**src/rtl/game_ctrl.sv**
```systemverilog
// Game supervisor: BCD score, breach detect (alive & y>=BOTTOM_Y), IDLE/PLAY/OVER FSM.
// Optional best-score tracking with new-record flag when HI_SCORE_EN is defined.
module game_ctrl #(
  parameter int N_ENEMY  = 8,
  parameter int BOTTOM_Y = 440,
  parameter int DIGITS   = 4
) (
  input  logic                  clk,
  input  logic                  reset,
  input  logic                  start,
  input  logic                  killed,
  input  logic [N_ENEMY-1:0]    enemy_alive,
  input  logic [8:0]            enemy_y [0:N_ENEMY-1],
  output logic                  gameover,
  output logic                  playing,
  output logic [4*DIGITS-1:0]   score,
  output logic [4*DIGITS-1:0]   hi_score,
  output logic                  new_record
);

  localparam int SW = 4*DIGITS;
  localparam logic [8:0] BOTTOM = 9'(BOTTOM_Y);

  typedef enum logic [1:0] {S_IDLE, S_PLAY, S_OVER} state_t;

  state_t        ps, ns;
  logic          breach_d, breach_q;
  logic          enter_play;
  logic [SW-1:0] score_inc, score_nx;

  // Saturating BCD increment: all-nines input comes back unchanged.
  function automatic logic [SW-1:0] bcd_inc(input logic [SW-1:0] v);
    logic [SW-1:0] r;
    logic          carry;
    r     = v;
    carry = 1'b1;
    for (int d = 0; d < DIGITS; d++) begin
      if (carry) begin
        if (v[4*d +: 4] == 4'd9) begin
          r[4*d +: 4] = 4'd0;
        end else begin
          r[4*d +: 4] = v[4*d +: 4] + 4'd1;
          carry       = 1'b0;
        end
      end
    end
    if (carry) r = v;
    return r;
  endfunction

  always_comb begin
    breach_d = 1'b0;
    for (int i = 0; i < N_ENEMY; i++) begin
      if (enemy_alive[i] && (enemy_y[i] >= BOTTOM)) breach_d = 1'b1;
    end
  end

  always_comb begin
    ns = ps;
    case (ps)
      S_IDLE:  if (start)    ns = S_PLAY;
      S_PLAY:  if (breach_q) ns = S_OVER;
      S_OVER:  if (start)    ns = S_PLAY;
      default: ns = S_IDLE;
    endcase
  end

  assign enter_play = (ns == S_PLAY) && (ps != S_PLAY);
  assign score_inc  = bcd_inc(score);
  // Final score on this edge, including a kill that coincides with the breach.
  assign score_nx   = (ps == S_PLAY && killed) ? score_inc : score;

  always_ff @(posedge clk) begin
    if (reset) begin
      ps       <= S_IDLE;
      score    <= '0;
      breach_q <= 1'b0;
    end else begin
      ps       <= ns;
      // Heights are stale while enemies re-initialises; mask on the entry edge.
      breach_q <= enter_play ? 1'b0 : breach_d;
      if (enter_play) score <= '0;
      else            score <= score_nx;
    end
  end

  assign gameover = (ps == S_OVER);
  assign playing  = (ps == S_PLAY);

`ifdef HI_SCORE_EN
  logic [SW-1:0] hi_q;
  logic          rec_q;

  always_ff @(posedge clk) begin
    if (reset) begin
      hi_q  <= '0;
      rec_q <= 1'b0;
    end else if (ps == S_PLAY && ns == S_OVER) begin
      if (score_nx > hi_q) begin
        hi_q  <= score_nx;
        rec_q <= 1'b1;
      end
    end else if (enter_play) begin
      rec_q <= 1'b0;
    end
  end

  assign hi_score   = hi_q;
  assign new_record = rec_q;
`else
  assign hi_score   = '0;
  assign new_record = 1'b0;
`endif

endmodule

```
**config.mk**
```make
export PLATFORM = sky130hd
export DESIGN_NAME = game_ctrl
export DESIGN_NICKNAME = d
export VERILOG_FILES = /design/src/rtl/game_ctrl.sv
export SDC_FILE = /design/constraint.sdc
export NUM_CORES = 1
export LEC_CHECK = 0
export ABC_AREA = 1
export CORE_UTILIZATION = 30
export CTS_CLUSTER_SIZE = 8
export DETAILED_ROUTE_END_ITERATION = 6
export PLACE_DENSITY = 0.81
export SETUP_SLACK_MARGIN = 0.02
export SLEW_MARGIN = 40
export SYNTH_ARGS = -nofsm -noshare
export SYNTH_HDL_FRONTEND = slang
export SYNTH_SLANG_ARGS = --single-unit
```
**constraint.sdc**
```tcl
create_clock -name clk -period 2 [get_ports clk]
set_input_delay 0.3 -clock clk [delete_from_list [all_inputs] [get_ports clk]]
set_output_delay 0.3 -clock clk [all_outputs]
set_load 0.005 [all_outputs]
```
-- Yosys cells after proc, flatten, opt, wreduce, memory -nomap -nowiden
Cells that the tools add are included.
- equality and inequality tests: 8
- mux-type cells: 22
- bitwise gates (word level): 1
- add/sub/neg operators: 4
- reductions and logical operators: 17
- magnitude comparators: 8
- operators by type and width (kind ; number):
    greater-or-equal comparator 9 bit (second input constant) ; 8
    adder 4 x 1 -> 4 bit (second input constant) ; 4
    equality test 4 bit (second input constant) ; 4
    two-way mux 4 bit ; 4
    two-way mux 1 bit ; 15
    logical AND 1 bit ; 10
    AND reduction 3 bit ; 3
    equality test 2 x 1 -> 1 bit (second input constant) ; 2
    two-way mux 2 bit ; 2
    one-hot mux 2 bit (2 select lines) ; 1
    OR reduction 2 bit ; 2
    equality test 2 bit (second input constant) ; 1
    logical NOT 2 bit ; 1
    inequality test 2 x 1 -> 1 bit (second input constant) ; 1
    AND reduction 2 bit ; 1
    inverter 1 bit ; 1
- logic and storage cells: 66
- bits of input ports: 84
- register bits: 19

-- Logic depth before layout (Yosys ltp)
- depth in word-level cells: 10
- depth in mapped cells: 9
- gate-level depth less buffers: 9

-- Worst setup path before layout
Ideal clock, no wire load.
- path type: register -> register
- start: register score[0]
- end: register score[3]
- stages on the path, launching flop included: 10
- required time: 1.933 ns
- arrival time: 1.221 ns
- setup slack: 0.712 ns
- buffers on the path: 1
- path through: dfxtp_1 > inv_1 > nor2_2 > nand2_2 > nor2_4 > nand3_2 > buf_6 > nand2_8 > nand2_1 > a21oi_2
- cells in the longest elaborated chain, start to end: 7
- elaborated cells between the ends (all ways): 9
- ends and longest elaborated chain (what ; RTL line ; text):
    from (decl) ; 16 ; output logic [4*DIGITS-1:0] score,
    from (signal assigned) ; 83 ; else score <= score_nx;
    equality test 4 bit ; 39 ; if (v[4*d +: 4] == 4'd9) begin
    two-way mux 1 bit ; 39 ;
    two-way mux 1 bit (3 in a row) ; 38 ; if (carry) begin
    inverter 1 bit (no line) ; -- ;
    AND reduction 2 bit (no line) ; -- ;
Several ways; a longest one is shown, not always the timed one.
A chain may end at the register's enable or synchronous reset.

-- Final worst setup path
- start: register ps[0]
- end: output port playing
- cells in the longest elaborated chain, start to end: 1
- ends and longest elaborated chain (what ; RTL line ; text):
    from (decl) ; 26 ; state_t ps, ns;
    from (signal assigned) ; 79 ; ps <= ns;
    equality test 2 x 1 -> 1 bit ; 88 ; assign playing = (ps == S_PLAY);
    to (decl) ; 15 ; output logic playing,
Every way passes these cells.

==> flow_summary.yaml <==
layout:
  final_common_cell: "clkdlybuf4s50_1"
  fin_cells: 343
  fin_nets: 376
  drive_above_1_share_pct: 6.19
  area_growth_pct: 59.7
  fillerInstances: 430
  antenna_cells: 0
  final_cell_mix: "77 x clkdlybuf4s50_1, 54 x nand2_1, 26 x inv_1"
pwr:
  power_uw: 840
  powerDensity_nw_per_um2: 386
  leakage_uw: 0.000874
  ir_drop_mv: 0.223
floorplan:
  dieArea_um2: 4820
  rows: 24
  start_util_pct: 31.3
  die_h_um: 69.4
  core_area_um2: 4350
  io_pins: 119
  die_w_um: 69.4
sta:
  finalSetupViolations: 0
  finalSetupTns_ns: 0
  finalCriticalPeriod_ns: 1.69
  slew_viol_final: 0
  fmax_mhz: 591
  fin_crit_sh_pct: 84.6
  clock_skew_ns: 0.00393
  rsz0062_at_grt: "false"
  hold_violations: 0
run:
  maxCapViolCount: 0
setup_path:
  crit_type: "reg2out"
  crit_start: "ps[0]$_SDFF_PP0_"
  r2r_end: "score[8]$_SDFFE_PP0P_"
  cp.arrival_ns: 1.39
  regToRegStartpoint: "score[0]$_SDFFE_PP0P_"
  cp-start-kind: "flip-flop"
  end_kind: "output pin"
  critPathCapture: "playing"
  r2r.worst_path.cells: 9
  critPathRequiredTime_ns: 1.70
  cp_max_fo: 4
  rrSetupSlack_ns: 0.39
global_route:
  grtUsageTotal_pct: 14.4
  grt_pass1_vias: 1438
  grt_overflow: 0
  grt_first_pass_wirelength_um: 5810
  antenna_found_initial: 0
  grt_max_degree: 14
routing:
  drt_pre_antenna_iters: 4
  totalWireLength_um: 3330
  dr.first_iter.drc_count: 46
  drc: 0
  postRouteAntennaNets: 0
  wl_per_cell_um: 9.70
  num_vias: 1528
  vias_per_cell: 4.45
cts:
  cts_made_buffers: 3
  cts_setup_buffers: 0
  cts.repair.resized: 0
  h-tree-depth: 1
  numClockSinks: 19
  cts_root_buf: "clkbuf_8"
  clk_pin_slew_ns: 0.07
  clock_path_buffers: 2
  cts_hold_buffers: 0
  worstSkewPairLatency_ns: 0.25
  cts_tree: "done"
status:
  status: "completed"
synth:
  synth_warnings: 0
  synthCells: 211
  syn_avg_cell_area_um2: 6.46
  yosysUniqueCellTypes: 24
  synth_area_um2: 1360
  ys_seq_area_share_pct: 27.9
  ys_seq_elements: 19
placement:
  dp.cells: 339
  place.gp.congestion: 0.747
  hpwl_um: 2830
  portBuffers: 77
worst_hold_path:
  hp-class: "reg2reg"
[flip-flops by register name, summed over array words and instances, names as in the netlist]
name and cells:
breach_q 1, ps 2, score 16
[Yosys cell counts (all sizes together)]
| master | number | share of area, % |
|---|---|---|
| nand2 | 57 | 17 |
| and3 | 1 | 0.46 |
| inv | 27 | 7.4 |
| nor2 | 22 | 7.7 |
| nor3 | 1 | 1.2 |
| clkbuf | 1 | 0.28 |
| o21ai | 6 | 2.2 |
| conb | 1 | 0.28 |
| a21oi | 18 | 6.9 |
| nand3 | 19 | 7.3 |
| xnor2 | 1 | 0.64 |
| nand4 | 14 | 6.4 |
| buf | 19 | 11 |
| dfxtp | 19 | 28 |
| xor2 | 5 | 3.2 |
[layer usage]
layer | vias to the layer above | global-route usage [%] | part of all wire [%]
met5 | - | 0 | 0
met4 | 0 | 4.76 | 1.0
met3 | 4 | 2.33 | 5.8
met2 | 57 | 27.8 | 54
met1 | 663 | 15.6 | 39
li1 | 804 | - | -
[cell families after synthesis]
family	after synthesis	share of synthesized area, %
and+or+nand+nor	114	40.4
other	1	0.275
xor gates and xnor gates	6	3.86
buffers and inverters	47	18.5
DFF	19	27.9
AOI/OAI and AO/OA	24	9.09
[worst max-delay path: stages (launching register included)]
cell and delay, ns:
dfxtp_1 0.35, inv_1 0.08, nor2_1 0.17, clkdlybuf4s50_1 0.54
[final cells by class]
class                      count  area (µm²)  share of cell area (%)
multi-input combinational    161         791                    36.3
tap                           52        65.1                    2.99
inverter                      27         101                    4.66
clock buffer                   4        45.0                    2.07
timing repair buffer          80         793                    36.5
sequential                    19         380                    17.5
[through the flow]
stage	util [%]	worst slack (ns)	hold slack (ns)	instance area (µm²)
floorplan	-	0.712	0.369	1420
global placement	48.9	0.316	0.448	2130
detailed placement	48.9	0.269	0.458	2130
CTS	50.0	0.296	0.467	2180
global route	50.0	0.190	0.504	2180
finish	50.0	0.308	0.462	2180
[worst min-delay path by stage]
stage / from / to / cells past startpoint
floorplan: reset / ps[0]$_SDFF_PP0_ / 1
global placement: breach_q$_SDFF_PP0_ / ps[1]$_SDFF_PP0_ / 2
detailed placement: breach_q$_SDFF_PP0_ / ps[1]$_SDFF_PP0_ / 2
CTS: breach_q$_SDFF_PP0_ / ps[1]$_SDFF_PP0_ / 2
global route: breach_q$_SDFF_PP0_ / ps[1]$_SDFF_PP0_ / 2
finish: breach_q$_SDFF_PP0_ / ps[1]$_SDFF_PP0_ / 2
[power breakdown]
part | internal [µW] | switching [µW] | leakage, µW
Combinational | 125 | 61.4 | 0.000698
Sequential | 383 | 2.99 | 0.000154
Clock | 142 | 126 | 0.0000228
Total | 650 | 190 | 0.000874
Power figures use the tool's default switching activity.
